$ cat src/rtl/sevenseg_pkg.sv
// sevenseg_pkg
// Shared constants for the seven-segment scanner. It holds the active-low
// segment codes, the dash glyph, the cathode bit order and a small helper
// that packs segments and a decimal point into one cathode byte.
// No ports (package).
package sevenseg_pkg;

  typedef logic [6:0] seg_t;

  // The cathode byte is {a,b,c,d,e,f,g,dp}. Every bit is active-low.
  localparam int CATH_W  = 8;
  localparam int CATH_A  = 7;
  localparam int CATH_G  = 1;
  localparam int CATH_DP = 0;

  localparam logic [CATH_W-1:0] CATH_OFF = 8'hFF;

  // Segment codes, {a..g}, with 0 = segment lit
  localparam seg_t SEG_0    = 7'b0000001;
  localparam seg_t SEG_1    = 7'b1001111;
  localparam seg_t SEG_2    = 7'b0010010;
  localparam seg_t SEG_3    = 7'b0000110;
  localparam seg_t SEG_4    = 7'b1001100;
  localparam seg_t SEG_5    = 7'b0100100;
  localparam seg_t SEG_6    = 7'b0100000;
  localparam seg_t SEG_7    = 7'b0001111;
  localparam seg_t SEG_8    = 7'b0000000;
  localparam seg_t SEG_9    = 7'b0000100;
  localparam seg_t SEG_A    = 7'b0001000;
  localparam seg_t SEG_B    = 7'b1100000;
  localparam seg_t SEG_C    = 7'b0110001;
  localparam seg_t SEG_D    = 7'b1000010;
  localparam seg_t SEG_E    = 7'b0110000;
  localparam seg_t SEG_F    = 7'b0111000;
  localparam seg_t SEG_DASH = 7'b1111110;

  function automatic logic [CATH_W-1:0] pack_cathode(input seg_t seg, input logic dp_lit);
    logic [CATH_W-1:0] c;
    c                 = CATH_OFF;
    c[CATH_A:CATH_G]  = seg;
    c[CATH_DP]        = ~dp_lit;
    return c;
  endfunction

endpackage

$ cat src/rtl/sevenseg_decode.sv
// sevenseg_decode
// This is a combinational nibble-to-segment decoder.
//   nibble   in  4  value to show
//   hex_mode in  1  1 = show 10..15 as A,b,C,d,E,F; 0 = show them as a dash
//   seg      out 7  {a..g}, active-low
module sevenseg_decode
  import sevenseg_pkg::*;
(
  input  logic [3:0] nibble,
  input  logic       hex_mode,
  output seg_t       seg
);

  seg_t hex_seg;

  always_comb begin
    hex_seg = SEG_DASH;
    case (nibble)
      4'h0: hex_seg = SEG_0;
      4'h1: hex_seg = SEG_1;
      4'h2: hex_seg = SEG_2;
      4'h3: hex_seg = SEG_3;
      4'h4: hex_seg = SEG_4;
      4'h5: hex_seg = SEG_5;
      4'h6: hex_seg = SEG_6;
      4'h7: hex_seg = SEG_7;
      4'h8: hex_seg = SEG_8;
      4'h9: hex_seg = SEG_9;
      4'hA: hex_seg = SEG_A;
      4'hB: hex_seg = SEG_B;
      4'hC: hex_seg = SEG_C;
      4'hD: hex_seg = SEG_D;
      4'hE: hex_seg = SEG_E;
      4'hF: hex_seg = SEG_F;
      default: hex_seg = SEG_DASH;
    endcase
  end

  assign seg = (!hex_mode && nibble > 4'd9) ? SEG_DASH : hex_seg;

endmodule

$ cat src/rtl/sevenseg_scan.sv
// sevenseg_scan
// This module drives a multiplexed seven-segment display. Each digit is
// selected for DIGIT_CYCLES clocks. The first BLANK_CYCLES clocks of each
// slot are dark so that no ghosting occurs. Display data is written into
// staging registers. It is committed to the display registers only at a frame
// boundary, so a single frame never mixes old and new data.
//   clk        in  1            system clock, rising edge
//   clr        in  1            async reset, active-high
//   load       in  1            strobe that captures digits/dp_in/blink_en into staging
//   digits     in  4*NUM_DIGITS one nibble per digit, digit 0 = bits [3:0], rightmost
//   dp_in      in  NUM_DIGITS   decimal point per digit, 1 = lit
//   blink_en   in  NUM_DIGITS   blink request per digit
//   hex_mode   in  1            1 = hex glyphs for 10..15, 0 = dash
//   lz_blank   in  1            leading-zero suppression, sampled live
//   pending    out 1            staged data not yet committed
//   frame_tick out 1            high during the cycle in which the scan wraps to digit 0
//   cathode    out 8            {a..g,dp}, active-low, registered
//   anode      out NUM_DIGITS   one-hot active-low digit select, registered
module sevenseg_scan
  import sevenseg_pkg::*;
#(
  parameter int NUM_DIGITS   = 4,
  parameter int DIGIT_CYCLES = 65536,
  parameter int BLANK_CYCLES = 256,
  parameter int BLINK_FRAMES = 128
) (
  input  logic                    clk,
  input  logic                    clr,
  input  logic                    load,
  input  logic [4*NUM_DIGITS-1:0] digits,
  input  logic [NUM_DIGITS-1:0]   dp_in,
  input  logic [NUM_DIGITS-1:0]   blink_en,
  input  logic                    hex_mode,
  input  logic                    lz_blank,
  output logic                    pending,
  output logic                    frame_tick,
  output logic [CATH_W-1:0]       cathode,
  output logic [NUM_DIGITS-1:0]   anode
);

  localparam int IDX_W   = (NUM_DIGITS > 1) ? $clog2(NUM_DIGITS) : 1;
  localparam int SLOT_W  = $clog2(DIGIT_CYCLES);
  localparam int BLINK_W = (BLINK_FRAMES > 1) ? $clog2(BLINK_FRAMES) : 1;

  localparam logic [SLOT_W-1:0]  SLOT_LAST  = SLOT_W'(DIGIT_CYCLES - 1);
  localparam logic [SLOT_W-1:0]  SLOT_BLANK = SLOT_W'(BLANK_CYCLES);
  localparam logic [IDX_W-1:0]   IDX_LAST   = IDX_W'(NUM_DIGITS - 1);
  localparam logic [BLINK_W-1:0] BLINK_LAST = BLINK_W'(BLINK_FRAMES - 1);

  logic [SLOT_W-1:0]       slot_q, slot_d;
  logic [IDX_W-1:0]        idx_q, idx_d;
  logic [4*NUM_DIGITS-1:0] stg_digits_q, stg_digits_d;
  logic [NUM_DIGITS-1:0]   stg_dp_q, stg_dp_d;
  logic [NUM_DIGITS-1:0]   stg_blink_q, stg_blink_d;
  logic                    pending_q, pending_d;
  logic [4*NUM_DIGITS-1:0] disp_digits_q, disp_digits_d;
  logic [NUM_DIGITS-1:0]   disp_dp_q, disp_dp_d;
  logic [NUM_DIGITS-1:0]   disp_blink_q, disp_blink_d;
  logic [BLINK_W-1:0]      blink_cnt_q, blink_cnt_d;
  logic                    blink_phase_q, blink_phase_d;
  logic [CATH_W-1:0]       cathode_q, cathode_d;
  logic [NUM_DIGITS-1:0]   anode_q, anode_d;

  logic                    slot_end;
  logic                    frame_wrap;
  logic [NUM_DIGITS-1:0]   lz_mask;
  logic                    lz_lead;
  logic [3:0]              sel_nibble;
  logic                    sel_dp;
  logic                    sel_blink;
  logic                    sel_lz;
  seg_t                    sel_seg;

  // Scan position
  always_comb begin
    slot_end   = (slot_q == SLOT_LAST);
    frame_wrap = slot_end && (idx_q == IDX_LAST);
    slot_d     = slot_q + 1'b1;
    idx_d      = idx_q;
    if (slot_end) begin
      slot_d = '0;
      idx_d  = (idx_q == IDX_LAST) ? '0 : idx_q + 1'b1;
    end
  end

  // Staging and commit. The commit reads the old staging values, so a load
  // that coincides with the wrap is kept for the next frame.
  always_comb begin
    stg_digits_d  = stg_digits_q;
    stg_dp_d      = stg_dp_q;
    stg_blink_d   = stg_blink_q;
    pending_d     = pending_q;
    disp_digits_d = disp_digits_q;
    disp_dp_d     = disp_dp_q;
    disp_blink_d  = disp_blink_q;
    if (frame_wrap && pending_q) begin
      disp_digits_d = stg_digits_q;
      disp_dp_d     = stg_dp_q;
      disp_blink_d  = stg_blink_q;
      pending_d     = 1'b0;
    end
    if (load) begin
      stg_digits_d = digits;
      stg_dp_d     = dp_in;
      stg_blink_d  = blink_en;
      pending_d    = 1'b1;
    end
  end

  // Blink phase: it toggles once for every BLINK_FRAMES frame wraps.
  always_comb begin
    blink_cnt_d   = blink_cnt_q;
    blink_phase_d = blink_phase_q;
    if (frame_wrap) begin
      if (blink_cnt_q == BLINK_LAST) begin
        blink_cnt_d   = '0;
        blink_phase_d = ~blink_phase_q;
      end else begin
        blink_cnt_d = blink_cnt_q + 1'b1;
      end
    end
  end

  // Leading-zero mask. It walks down from the top digit and stays set until
  // the first nonzero nibble. Digit 0 is never part of the walk.
  always_comb begin
    lz_mask = '0;
    lz_lead = lz_blank;
    for (int i = NUM_DIGITS - 1; i >= 1; i--) begin
      if (disp_digits_q[4*i +: 4] != 4'd0) lz_lead = 1'b0;
      lz_mask[i] = lz_lead;
    end
  end

  // Select the current digit
  always_comb begin
    sel_nibble = '0;
    sel_dp     = 1'b0;
    sel_blink  = 1'b0;
    sel_lz     = 1'b0;
    for (int i = 0; i < NUM_DIGITS; i++) begin
      if (idx_q == IDX_W'(i)) begin
        sel_nibble = disp_digits_q[4*i +: 4];
        sel_dp     = disp_dp_q[i];
        sel_blink  = disp_blink_q[i];
        sel_lz     = lz_mask[i];
      end
    end
  end

  sevenseg_decode u_decode (
    .nibble   (sel_nibble),
    .hex_mode (hex_mode),
    .seg      (sel_seg)
  );

  // A blinked digit turns off its anode as well. A leading-zero digit keeps
  // its anode slot, but all of its cathodes, dp included, are off.
  always_comb begin
    anode_d   = '1;
    cathode_d = CATH_OFF;
    if (slot_q >= SLOT_BLANK && !(blink_phase_q && sel_blink)) begin
      for (int i = 0; i < NUM_DIGITS; i++) begin
        anode_d[i] = (idx_q != IDX_W'(i));
      end
      if (!sel_lz) cathode_d = pack_cathode(sel_seg, sel_dp);
    end
  end

  always_ff @(posedge clk or posedge clr) begin
    if (clr) begin
      slot_q        <= '0;
      idx_q         <= '0;
      stg_digits_q  <= '0;
      stg_dp_q      <= '0;
      stg_blink_q   <= '0;
      pending_q     <= 1'b0;
      disp_digits_q <= '0;
      disp_dp_q     <= '0;
      disp_blink_q  <= '0;
      blink_cnt_q   <= '0;
      blink_phase_q <= 1'b0;
      cathode_q     <= CATH_OFF;
      anode_q       <= '1;
    end else begin
      slot_q        <= slot_d;
      idx_q         <= idx_d;
      stg_digits_q  <= stg_digits_d;
      stg_dp_q      <= stg_dp_d;
      stg_blink_q   <= stg_blink_d;
      pending_q     <= pending_d;
      disp_digits_q <= disp_digits_d;
      disp_dp_q     <= disp_dp_d;
      disp_blink_q  <= disp_blink_d;
      blink_cnt_q   <= blink_cnt_d;
      blink_phase_q <= blink_phase_d;
      cathode_q     <= cathode_d;
      anode_q       <= anode_d;
    end
  end

  assign pending    = pending_q;
  assign frame_tick = frame_wrap;
  assign cathode    = cathode_q;
  assign anode      = anode_q;

endmodule

$ cat config.mk
export PLATFORM = sky130hd
export DESIGN_NAME = sevenseg_scan
export DESIGN_NICKNAME = d
export VERILOG_FILES = /design/src/rtl/sevenseg_pkg.sv /design/src/rtl/sevenseg_decode.sv /design/src/rtl/sevenseg_scan.sv
export SDC_FILE = /design/constraint.sdc
export NUM_CORES = 1
export LEC_CHECK = 0
export CORE_UTILIZATION = 30
export CTS_BUF_LIST = sky130_fd_sc_hd__clkbuf_8
export DETAILED_ROUTE_END_ITERATION = 10
export GPL_ROUTABILITY_DRIVEN = 0
export PLACE_DENSITY = 0.46
export SLEW_MARGIN = 15
export SYNTH_ARGS = -nofsm -noshare
export SYNTH_HDL_FRONTEND = slang
export SYNTH_SLANG_ARGS = --single-unit
$ cat constraint.sdc
create_clock -name clk -period 7.3 [get_ports clk]
set_clock_uncertainty 0.2 [all_clocks]
set_input_delay 0.73 -clock clk [delete_from_list [all_inputs] [get_ports clk]]
set_output_delay 0.73 -clock clk [all_outputs]
set_load 0.005 [all_outputs]
**After elaboration in Yosys (flattened, before gate mapping)**

Memory sizes are Yosys's and may differ from the RTL's.
Cells that the tools add are included.
Widths: inputs -> output; s select.

- Register bits after elaboration: 87
- Bits in latches: 0
- RAM bits: 0
- Memory bits (read-only): 112
- Input port bits: 29
- Output and inout port bits: 14
- Word-level logic and storage cells: 70
- Memories kept: 1

- Add/subtract/negate cells: 3
- Multiply operators: 0
- Div/mod/pow operators: 0
- $lt $le $gt $ge: 2
- Equal/unequal tests: 8
- Shift-type cells: 0
- Muxes and demuxes: 27
- Bitwise logic cells: 2
- Reductions and logical operators: 14

Memory list:

| name | depth | width | read ports | clocked after Yosys merged registers in | wr ports | line | source |
|---|---|---|---|---|---|---|---|
| (no name shown) | 16 | 7 | 1 | 0 | 0 | sevenseg_decode.sv:18 | `case (nibble)` |

Operator list:

| operator | number |
|---|---|
| $mux 4 | 5 |
| $add 16x1->16 const B | 1 |
| $eq 16x16->1 const B | 1 |
| $ge 16x9->1 const B | 1 |
| $mux 1 | 16 |
| $mux 16 | 1 |
| $mux 8 | 2 |
| $mux 7 | 2 |
| $reduce_bool 4->1 | 3 |
| $add 7x1->7 const B | 1 |
| $eq 7x7->1 const B | 1 |
| $logic_and 1x1->1 | 5 |
| $eq 2x2->1 const B | 2 |
| $gt 4x4->1 const B | 1 |
| $ne 2x2->1 const B | 2 |
| $reduce_bool 2->1 | 2 |
| $add 2x1->2 const B | 1 |
| $eq 2x1->1 const B | 1 |
| $logic_not 1->1 | 2 |
| $logic_not 2->1 | 1 |
| $mux 2 | 1 |
| $ne 2x1->1 const B | 1 |
| $not 1->1 | 2 |
| $reduce_and 2->1 | 1 |

**Depth between registers and ports, before layout**

Gate-level depths: netlist of the first run.

- Word-level depth: 10
- Gate-level depth with buffers: 11

**Modules after synthesis**

Synthesis of the first run repeated with hierarchy kept, for this count alone.

- Cells, all modules: 337
- Area total of the unflattened synthesis: 4185.3 um2

By module, submodules not included:

| module | instances | cells an instance | area an instance (um2) |
|---|---|---|---|
| sevenseg_scan | 1 | 294 | 3871.2 |
| sevenseg_decode | 1 | 43 | 314.1 |

**Least setup slack after synthesis of the first run**

Ideal clock, no wire load.

- Kind: reg2reg
- From: register idx_q[0]
- To: register cathode_q[2], in the netlist cathode[2]
- Arrival: 2297 ps
- Required time: 7019 ps
- Setup slack: 4722 ps
- Stages on the path, launching flop included: 11
- Path buffers: 2
- Cells stage by stage: dfrtp_1 ha_1 buf_2 buf_4 a221oi_1 inv_1 ha_1 nor2_1 o211ai_1 and3b_1 o211ai_1

- Cells in the longest elaborated chain, start to end: 10

RTL lines:

| element | line | source |
|---|---|---|
| from (decl) | sevenseg_scan.sv:51 | `logic [IDX_W-1:0] idx_q, idx_d;` |
| from (signal assigned) | sevenseg_scan.sv:187 | `idx_q <= idx_d;` |
| $logic_not 2->1 | sevenseg_scan.sv:142 | `if (idx_q == IDX_W'(i)) begin` |
| $mux 4 (4 in a row) | sevenseg_scan.sv:142 |  |
| $gt 4x4->1 | sevenseg_decode.sv:39 | `assign seg = (!hex_mode && nibble > 4'd9) ? SEG_DASH : hex_seg;` |
| $logic_and 1x1->1 | sevenseg_decode.sv:39 |  |
| $mux 7 | sevenseg_decode.sv:39 |  |
| $mux 8 | sevenseg_scan.sv:166 | `if (!sel_lz) cathode_d = pack_cathode(sel_seg, sel_dp);` |
| $mux 8 * | sevenseg_scan.sv:162 | `if (slot_q >= SLOT_BLANK && !(blink_phase_q && sel_blink)) begin` |
| via cathode_d[2] | sevenseg_scan.sv:61 | `logic [CATH_W-1:0] cathode_q, cathode_d;` |
| to (signal assigned) | sevenseg_scan.sv:197 | `cathode_q <= cathode_d;` |
| to (decl) | sevenseg_scan.sv:61 |  |

Mark *: on every way through the listed nets, which the timed path passes. The rest lies on a longest branch.
A chain may end at the register's enable or synchronous reset.

**Worst setup path after layout of the first run**

- From: register idx_q[0]
- To: output frame_tick

- Cells in the longest elaborated chain, start to end: 2

RTL lines:

| element | line | source |
|---|---|---|
| $eq 2x2->1 | sevenseg_scan.sv:77 | `frame_wrap = slot_end && (idx_q == IDX_LAST);` |
| $logic_and 1x1->1 | sevenseg_scan.sv:77 |  |
| to (decl) | sevenseg_scan.sv:36 | `output logic frame_tick,` |

Every way passes these cells.

==> out/metrics.cfg, run 1 <==
[worst_setup_path]
cp.required_ns = 6.37
endpoint_kind = output port
reg2reg_depth = 9
cp.arrival_ns = 2.53
crit_type = reg -> out
r2r_slack_ns = 4.22
path_max_fanout = 21
r2r_start = idx_q[0]
startpoint_type = register
r2r_end = cathode[5]

[floorplan]
die_h_um = 119
fp.dieW_um = 119
core_um2 = 13300
die-area_um2 = 14100
rows = 42
ios = 43
start_util = 0.308

[logic_synthesis]
synth_edf_count = 0
synth_ff_type = dfrtp_1
avgSynthCellArea_um2 = 12.3
ys_warn_count = 0
synth_compound_area_frac = 0.0656
synthArstFlopShare = 1.00
syn_area_um2 = 4100
synth-xor-area-share = 0.0363
synth_top_family_by_area = multiplexers
synth_fp_nets = 376
yosys.area_share.simple = 0.131
synth_cell_types = 47
netlist_instances = 333
ys_ff_latch = 87
synth_fa_ha_area_frac = 0.0427
synth.area.mux_share = 0.158
seq_area_frac_synth = 0.535

[global_routing]
antenna_found_initial = 0
grt_overflow = 0
grt_first_pass_wirelength_um = 12800
grtUsageTotal = 0.117
grt_start_max_net_pins = 57
grt_pass1_vias = 2451

[drt]
antenna_left = 0
wl_um = 7630
drc = 0
first_pass_iters = 4
drtIter0Drc = 62
via_per_inst = 4.58
vias = 2539
avgRoutedWirePerCell_um = 13.8

[sta]
tns_ns = 0
tightest_slew_ns = 0.722
setup_violations = 0
period_minus_slack_ns = 3.46
period_share = 0.473
whs_ns = 0.281
hold_viol = 0
rsz0062_at_grt = false
setup_slack_ns = 3.84
slew_headroom = 0.518
fmax_mhz = 289
drv_slew = 0

[clock_tree]
max-clock-path-buffers = 2
cts_tree = yes
numClockSinks = 87
cts_root_buf = clkbuf_8
path_clk_slew_ns = 0.09
cts_buffers = 9
clkLatencyLatePin_ns = 0.36
cts_setup_buffers = 0
cts_resized = 0
hold_buffers = 0
cts.htree.levels = 3

[worst_hold_path]
min_path_type = reg -> reg
min_from = blink_cnt_q[5]
hold-path-endpoint = blink_cnt_q[5]
min_delay_path_depth = 1

[placement]
place_ws_ns = 4.22
io_buffer_count = 42
placed_area_um2 = 4660
dp_hpwl_um = 5420

[job]
maxCapViolCount = 0

[final_layout]
ff_latch_area_um2 = 2190
final_area_um2 = 4870
fin_nets = 416
utilization = 0.366
antenna_cells = 0
area_growth_pct = 18.8
layout-drive-gt1-share = 0.228
multi_input_area_um2 = 1780
fill_cells = 1308

[power_and_ir_drop]
peakVddDrop_mv = 0.0685
leakage_nw = 2.16
p_per_area_nw_per_um2 = 183

[status]
outcome = completed

worst max-delay path by stage:
stage	start	end	slack, ns	depth (start not counted)
floorplan	clr	blink_cnt_q[0]	4.14	1
global placement	idx_q[0]	frame_tick	4.27	4
detailed placement	idx_q[0]	cathode[2]	4.22	9
CTS	idx_q[0]	frame_tick	3.81	4
global route	idx_q[0]	frame_tick	3.65	4
finish	idx_q[0]	frame_tick	3.84	4
state kept, by name, indices dropped and copies added, names as in the netlist:
signal and flops:
blink_phase_q 1, idx_q 2, stg_blink_q 4, slot_q 16, blink_cnt_q 7, disp_dp_q 4, anode 4, disp_digits_q 16
disp_blink_q 4, pending 1, stg_dp_q 4, stg_digits_q 16, cathode 8
report_power, final:
part	switching, W	leakage [nW]	internal [W]
sequential	0.00000714	1.10	0.000495
clock	0.000176	0.0993	0.000169
combinational	0.0000168	0.959	0.0000254
total	0.000200	2.16	0.000690
worst max-delay path, stage by stage (launching register included):
cell	delay (ns)
dfrtp_1	0.42
ha_1	0.61
and3_1	0.43
and3_1	0.21
clkdlybuf4s50_1	0.50
placed cells by master, fill, tap and decap left out, types with 10 or more instances in the layout:
cell type         n
inv_1            11
mux2_4           20
ha_1             14
nor2_1           17
nand2_1          29
clkdlybuf4s50_1  41
o21ai_0          11
mux2_2           30
dfstp_2          12
clkbuf_8         10
and3_1           12
dfrtp_1          75
xor2_1           10
per-stage QoR:
| stage | instances | power [W] |
|---|---|---|
| CTS | 554 | 0.000909 |
| global placement | 538 | 0.000556 |
| floorplan | 333 | 0.000533 |
| detailed placement | 538 | 0.000557 |
| finish | 554 | 0.000890 |
| global route | 554 | 0.000934 |
cell usage after synthesis (all sizes together), types with 3 or more instances:
master | count | area share
clkbuf | 3 | 0.0027
o211ai | 5 | 0.0092
inv | 12 | 0.011
xnor2 | 7 | 0.015
and3 | 12 | 0.018
dfstp | 12 | 0.077
mux2 | 50 | 0.16
xor2 | 10 | 0.021
nor2b | 6 | 0.0092
buf | 11 | 0.018
ha | 14 | 0.043
dfrtp | 75 | 0.46
nand4 | 6 | 0.013
a21oi | 3 | 0.0037
nor3b | 4 | 0.0073
nor4 | 4 | 0.0061
o21ai | 12 | 0.015
nand3 | 7 | 0.0098
a211oi | 7 | 0.014
nand2 | 29 | 0.027
nor2 | 18 | 0.018
nand3b | 5 | 0.0092
layout make-up:
cell class,instances,area share
sequential,87,0.450
multi-input combinational,220,0.366
timing repair buffer,43,0.0868
tap,176,0.0452
clock buffer,10,0.0283
clock inverter,6,0.0139
inverter,12,0.00951
layer usage:
layer	GRT usage	wire length (µm)	vias up
li1	-	-	1246
met1	0.173	4080	1227
met2	0.156	3110	56
met3	0.0297	287	10
met4	0.0593	149	0
met5	0	0	-
logic make-up after synthesis:
family / count (synthesis)
flip-flops: 87
AO/OA/AOI/OAI: 39
multiplexers: 51
adder cells (fa/ha/maj): 14
XOR/XNOR: 17
AND/OR/NAND/NOR: 99
buffers and inverters: 26
No activity file was read; power rests on OpenSTA's default activity.
==> run 2, diff against run 1 <==
clock period = 3.3 ns   (was 7.3 ns; I/O delays follow)
==> out/metrics.cfg, run 2 (same netlist as run 1, synthesis figures left out) <==
[status]
outcome = completed

[floorplan]
core_um2 = 13300
die_h_um = 119
fp.dieW_um = 119
rows = 42
ios = 43
die-area_um2 = 14100
start_util = 0.308

[clock_tree]
numClockSinks = 87
path_clk_slew_ns = 0.09
cts_tree = yes
cts_buffers = 9
max-clock-path-buffers = 2
cts_root_buf = clkbuf_8
cts_setup_buffers = 0
cts.htree.levels = 3
cts_resized = 0
hold_buffers = 0
clkLatencyLatePin_ns = 0.35

[final_layout]
antenna_cells = 0
area_growth_pct = 19.8
final_cell_mix = dfrtp_1 (75), clkdlybuf4s50_1 (42), mux2_2 (30)
final_common_cell = dfrtp_1
final_area_um2 = 4910
fin_nets = 421
top_regs = disp_digits_q (16), slot_q (16), stg_digits_q (16)
layout-drive-gt1-share = 0.230

[power_and_ir_drop]
p_int_w = 0.00152
comb_power_share = 0.050
p_per_area_nw_per_um2 = 397
leakage_nw = 2.18
seqPwrFrac = 0.570
clkPwrFrac = 0.381
switching_share = 0.220
net-switching-power_w = 0.000430
peakVddDrop_mv = 0.175

[worst_setup_path]
crit_path_frequent_cell = and3_1
cp_slowest_cell = ha_1
cp.required_ns = 2.77
path_max_fanout = 16
crit_type = reg -> out
endpoint_kind = output port
cp.arrival_ns = 2.46
r2r_end = cathode[2]
crit_chain = ha_1 -> and3_1 -> and3_1 -> clkdlybuf4s50_1
worstSetupStartpoint = idx_q[0]
r2r_start = idx_q[0]
cp_slowest_stage_delay_ns = 0.53
reg2reg_depth = 10
crit_path_end = frame_tick
startpoint_type = register
r2r_slack_ns = 0.33

[sta]
setup_violations = 0
slew_headroom = 0.568
period_minus_slack_ns = 2.99
rsz0062_at_grt = false
drv_slew = 0
period_share = 0.905
tns_ns = 0
fmax_mhz = 335
hold_viol = 0
tightest_slew_ns = 0.648

[placement]
placed_area_um2 = 4710
dp_hpwl_um = 5460
io_buffer_count = 42

[global_routing]
grt_overflow = 0
grt_start_max_net_pins = 56
grt_pass1_vias = 2544
grt_first_pass_wirelength_um = 13200
grtUsageTotal = 0.119
antenna_found_initial = 0

[drt]
drc = 0
avgRoutedWirePerCell_um = 14.0
via_per_inst = 4.56
drtIter0Drc = 86
wl_um = 7800
first_pass_iters = 4
antenna_left = 0
vias = 2547

[worst_hold_path]
min_path_type = in -> async

[job]
maxCapViolCount = 0

[run 2: changes by cell type in the layout (fill, tap and decap cells not counted), sizes merged]
cell	delta
inv	-2
buf	+4
clkinv	+1
clkdlybuf4s50	+1
[run 2: cell type report]
| cell class | instances | area, µm² |
|---|---|---|
| clock inverters | 5 | 58.8 |
| repair buffers | 48 | 478 |
| flip-flops and latches | 87 | 2190 |
| clock buffers | 10 | 138 |
| inverters | 12 | 46.3 |
| well taps | 176 | 220 |
| multi-input cells | 220 | 1780 |
| fillers | 1320 | 8380 |
[run 2: layer usage]
metal	vias to the layer above	track usage	share of wire
li1	1259	-	-
met1	1240	0.175	0.53
met2	38	0.168	0.42
met3	10	0.0278	0.027
met4	0	0.0475	0.017
met5	-	0	0
[run 2: stage by stage]
| step | hold slack [ns] | util | setup WS [ns] | cells | total power (W) |
|---|---|---|---|---|---|
| global placement | 0.267 | 0.355 | 0.475 | 543 | 0.00123 |
| floorplan | 0.241 | - | 0.540 | 333 | 0.00118 |
| CTS | 0.148 | 0.369 | 0.275 | 558 | 0.00199 |
| finish | 0.153 | 0.369 | 0.312 | 558 | 0.00195 |
| global route | 0.213 | 0.369 | 0.0325 | 558 | 0.00205 |
| detailed placement | 0.276 | 0.355 | 0.338 | 543 | 0.00123 |
[run 2: worst min path at each step]
stage | to | slack (ns)
global placement | blink_cnt_q[5] | 0.27
finish | disp_digits_q[10] | 0.15
global route | stg_digits_q[7] | 0.21
floorplan | blink_phase_q | 0.24
CTS | disp_digits_q[10] | 0.15
detailed placement | blink_phase_q | 0.28
[run 2: critical path: cells and delay by family (launching register included)]
kind | cells | cell delay [ns]
AND/OR/NAND/NOR | 2 | 0.66
adder cells (fa/ha/maj) | 1 | 0.53
buffers and inverters | 1 | 0.49
flip-flops | 1 | 0.42
[run 2: power by group through the flow]
stage / logic [W] / registers (W) / clock network (W)
2_1_floorplan: 0.0000527 / 0.00113 / 0
3_3_place_gp: 0.0000993 / 0.00113 / 0
3_5_place_dp: 0.000101 / 0.00113 / 0
4_1_cts: 0.000101 / 0.00111 / 0.000781
5_1_grt: 0.000109 / 0.00112 / 0.000828
6_report: 0.0000973 / 0.00111 / 0.000742
==> edit 1: new RTL, flow settings as in run 1 <==
`BLINK_FRAMES`: 128 -> 256.
--- a/src/rtl/sevenseg_scan.sv
+++ b/src/rtl/sevenseg_scan.sv
@@ -22,7 +22,7 @@
   parameter int NUM_DIGITS   = 4,
   parameter int DIGIT_CYCLES = 65536,
   parameter int BLANK_CYCLES = 256,
-  parameter int BLINK_FRAMES = 128
+  parameter int BLINK_FRAMES = 256
 ) (
   input  logic                    clk,
   input  logic                    clr,
Behaviour: no difference found for any inputs over 10 cycles, from zero or initial values; that may be too few to reach the edited logic, so the function may still have changed.
==> edit 1 against run 1 <==
Routed wire length grew 9.3%. Sequential power grew 1%. Area after synthesis is 1.7% higher. Worst setup slack lost 0.042 ns. Die area grew 1.7%. Final cell count rose by 1.8%. Clock power shrank 12%. Utilization fell by 0.13 points. Sequential cell count increased by 1. Final area grew 0.44%. Power decreased by 4.1%. Critical path type is now reg2reg. Critical endpoint is now cathode[2]. Highest routed layer unchanged.
==> edit 1: results (changes against run 1) <==
* Pin count of the biggest net entering global routing at 62 (+8.8%)
* Max VDD drop at 74.0 uV (+8.0%)
* Hold Path End: blink_cnt_q[4]
* Met2 wire length at 3470 um (+12%)
* DR vias at 2678 (+5.5%)
* Leak Pwr at 2.09 nW (-3.2%)
* Top cells by area, synth: dfrtp_1, dfstp_2, mux2_2
* GR Util met2 at 18.1% (+2.6 points)
* Sequential area share after synthesis at 53.2% (-0.28 points)
* Worst slew margin at 39.3% (-13 points)
* Sw Share at 23.9% (+1.4 points)
* Power Clock at 302 uW (-12%)
* Max Fanout on Critical Path at 25 (+19%)
* Worst R2R Setup Slack at 3.80 ns (-0.42 ns)
* Nets at 427 (+2.6%)
* Outcome: completed
* M1 GR Usage at 18.2% (+0.92 points)
* Final instance count without filler cells at 564 (+1.8%)
* Worst r2r dst: cathode[2]
* Arrival time worst endpoint at 3.58 ns (+1.05 ns)
* Routed length on met3 at 360 um (+25%)
* Compound-Gate Fraction of Synth Area at 8.04% (+1.5 points)
* XOR/XNOR share of the synthesized area at 3.57% (-0.060 points)
* First-pass GRT wire length at 14100 um (+10%)
* Hold_sp: blink_cnt_q[4]
* FILL cells at 1340 (+2.4%)
* Avg WL per Cell at 14.8 um (+7.3%)
* Synth Net Count at 386 (+2.7%)
* Comb pwr at 43.1 uW (+2%)
* Placed cell areas at 4720 um2 (+1.2%)
* Post-DP HPWL at 5970 um (+10%)
* N_diodes at 0 (unchanged)
* Post-Place Cells at 549 (+2.0%)
* GRT Overall Usage at 12.7% (+0.99 points)
* Starting DRT DRC Count at 103 (+66%)
* Global Route met3 Usage at 2.95% (-0.023 points)
* Adder-Cell Fraction of Synth Area at 4.20% (-0.071 points)
* CP endpoint: cathode[2]
* Metal-1 WL at 4350 um (+6.6%)
edit 1: per-stage QoR:
stage | power [mW] | worst slack [ns] | util (%) | hold WS [ns]
3_5_place_dp | 0.563 | 3.85 | 35.2 | 0.267
3_3_place_gp | 0.561 | 4.00 | 35.2 | 0.265
6_report | 0.853 | 3.80 | 36.5 | 0.283
4_1_cts | 0.868 | 3.82 | 36.5 | 0.285
5_1_grt | 0.891 | 3.47 | 36.5 | 0.319
2_1_floorplan | 0.538 | 4.11 | - | 0.245
edit 1: cell type report:
cell class	count	share of cell area [%]
Clock buffer	9	2.53
Clock inverter	6	0.972
Inverter	12	1.05
Multi-Input combinational cell	229	36.7
Sequential cell	88	45.3
Tap cell	176	4.50
Timing Repair Buffer	44	8.90
edit 1: critical path, cell delays in order (launching register included):
cell,delay (ns)
dfrtp_1,0.40
ha_1,0.75
a211oi_1,0.08
a221oi_1,0.67
inv_1,0.27
ha_1,0.27
or2_2,0.27
a211oi_1,0.28
nor3b_2,0.12
o211ai_1,0.11
==> edit 2: new RTL, settings of run 1 <==
Made on the original files. Register the inputs `load`, `digits`, `dp_in`, `blink_en`, `hex_mode` and `lz_blank` before use, without a reset. The logic sees them one clock later.
--- a/src/rtl/sevenseg_scan.sv
+++ b/src/rtl/sevenseg_scan.sv
@@ -47,6 +47,22 @@
   localparam logic [IDX_W-1:0]   IDX_LAST   = IDX_W'(NUM_DIGITS - 1);
   localparam logic [BLINK_W-1:0] BLINK_LAST = BLINK_W'(BLINK_FRAMES - 1);
 
+  logic load_q;
+  logic [4*NUM_DIGITS-1:0] digits_q;
+  logic [NUM_DIGITS-1:0] dp_q;
+  logic [NUM_DIGITS-1:0] blink_en_q;
+  logic hex_mode_q;
+  logic lz_blank_q;
+
+  always_ff @(posedge clk) begin
+    load_q     <= load;
+    digits_q   <= digits;
+    dp_q       <= dp_in;
+    blink_en_q <= blink_en;
+    hex_mode_q <= hex_mode;
+    lz_blank_q <= lz_blank;
+  end
+
   logic [SLOT_W-1:0]       slot_q, slot_d;
   logic [IDX_W-1:0]        idx_q, idx_d;
   logic [4*NUM_DIGITS-1:0] stg_digits_q, stg_digits_d;
@@ -99,10 +115,10 @@
       disp_blink_d  = stg_blink_q;
       pending_d     = 1'b0;
     end
-    if (load) begin
-      stg_digits_d = digits;
-      stg_dp_d     = dp_in;
-      stg_blink_d  = blink_en;
+    if (load_q) begin
+      stg_digits_d = digits_q;
+      stg_dp_d     = dp_q;
+      stg_blink_d  = blink_en_q;
       pending_d    = 1'b1;
     end
   end
@@ -125,7 +141,7 @@
   // the first nonzero nibble. Digit 0 is never part of the walk.
   always_comb begin
     lz_mask = '0;
-    lz_lead = lz_blank;
+    lz_lead = lz_blank_q;
     for (int i = NUM_DIGITS - 1; i >= 1; i--) begin
       if (disp_digits_q[4*i +: 4] != 4'd0) lz_lead = 1'b0;
       lz_mask[i] = lz_lead;
@@ -150,7 +166,7 @@
 
   sevenseg_decode u_decode (
     .nibble   (sel_nibble),
-    .hex_mode (hex_mode),
+    .hex_mode (hex_mode_q),
     .seg      (sel_seg)
   );
 
Function: changed (a bounded check fails within 4 cycles, from zero or initial values).
==> edit 2 against run 1 <==
Sequential cell count rose by 27. Largest power group unchanged. Worst setup slack improved by 0.036 ns. Combinational power fell by 8.3%. Power rose by 49%. First-iteration DRC count rose by 130%. Final area rose by 16%. Area after synthesis rose by 13%. Routed wire length rose by 8.9%.
==> edit 2: results (changes against run 1) <==
* Outcome: completed
* Compound-Gate Fraction of Synth Area at 6.06% (-0.50 points)
* GRT Overall Usage at 11.6% (-0.16 points)
* Post-Place Cells at 576 (+7.1%)
* Worst-margin pin slew at 0.720 ns (-0.00196 ns)
* Multiplexer share of the synthesized area at 13.8% (-2.0 points)
* CTS HTree Levels at 4 (+1)
* Synth unique cells at 52 (+11%)
* Clk buf depth at 2 (unchanged)
* First-pass GRT wire length at 13900 um (+8.6%)
* Share of cells above drive strength 1 at 24.0% (+1.3 points)
* Top delay family on crit path: compound AO/OA/AOI/OAI gates
* M1 GR Usage at 15.6% (-1.7 points)
* Arrival time worst endpoint at 3.53 ns (+1.00 ns)
* Synth async-reset ratio at 76.3% (-24 points)
* Reg clk slew, reported paths at 0.07 ns (-0.02 ns)
* GR Util met2 at 16.1% (+0.55 points)
* Hold_sp: digits_q[11]
* Leak Pwr at 2.48 nW (+15%)
* Busiest grt layer: met2
* Synth Net Count at 401 (+6.6%)
* Hold path depth at 1 (unchanged)
* Avg WL per Cell at 13.7 um (-0.77%)
* Max VDD drop at 114 uV (+66%)
* Via/cell ratio at 4.60 (+0.38%)
* Sequential area share after synthesis at 59.1% (+5.6 points)
* Starting DRT DRC Count at 142 (+130%)
* Slowest library cell on the worst path: a221oi_1
* Post-DP HPWL at 5730 um (+5.7%)
* DRT antenna net count at 0 (unchanged)
* N_diodes at 0 (unchanged)
* Mean post-synth cell area at 12.9 um2 (+4.9%)
* Max Fanout on Critical Path at 21 (unchanged)
* Clk_lat worst skew at 0.43 ns (+0.07 ns)
* FILL cells at 1461 (+12%)
* Metal-1 WL at 4280 um (+4.9%)
* Seq. pwr at 663 uW (+32%)
* Worst R2R Setup Slack at 3.88 ns (-0.34 ns)
* CTS root buffer: clkbuf_8
* Sw Share at 21.2% (-1.2 points)
* Adder-Cell Fraction of Synth Area at 3.79% (-0.48 points)
* Met2 wire length at 3540 um (+14%)
* XOR/XNOR share of the synthesized area at 3.22% (-0.41 points)
* Crit path launch: idx_q[0]
* Power Clock at 625 uW (+81%)
* Worst path max stage delay at 0.67 ns (+0.06 ns)
* Routed length on met3 at 320 um (+11%)
* Top cells by area, synth: dfrtp_1, dfxtp_1, mux2_2
* Num CTS Buffers at 17 (+8)
* Final instance count without filler cells at 608 (+9.7%)
* CP endpoint: cathode[5]
* Hold Path End: stg_digits_q[11]
* Nets at 450 (+8.2%)
* Synth warn at 0 (unchanged)
* Vias in the first global route at 2728 (+11%)
* Worst hold slack at 0.251 ns (-0.0294 ns)
* Most frequent cells after synthesis: dfrtp_1, mux2_2, nand2_1, dfxtp_1, mux2_4
* Pin count of the biggest net entering global routing at 53 (-7.0%)
* Global Route met3 Usage at 4.16% (+1.2 points)
-- edit 2: cell types whose count changed after synthesis, moves of 4 or more --
cell     before  now
dfxtp_1       0   27
and3_1       12    3
nand3_1       6   14
a21oi_1       3    7
-- edit 2: final cells by class --
cell class / instances / area, um2 / share of cell area (%)
clock inverters: 15 / 193 / 3.41
flip-flops and latches: 114 / 2730 / 48.4
multi-input cells: 217 / 1770 / 31.3
repair buffers: 43 / 428 / 7.58
inverters: 14 / 53.8 / 0.953
well taps: 188 / 235 / 4.17
clock buffers: 17 / 234 / 4.14
-- edit 2: through the flow --
stage | cell area, um2 | setup slack [ns] | total power [mW]
after floorplan | 4620 | 4.14 | 0.692
after global placement | 5220 | 4.05 | 0.716
after detailed placement | 5220 | 3.88 | 0.716
after CTS | 5650 | 3.84 | 1.35
after global routing | 5650 | 3.65 | 1.39
final | 5650 | 3.88 | 1.33
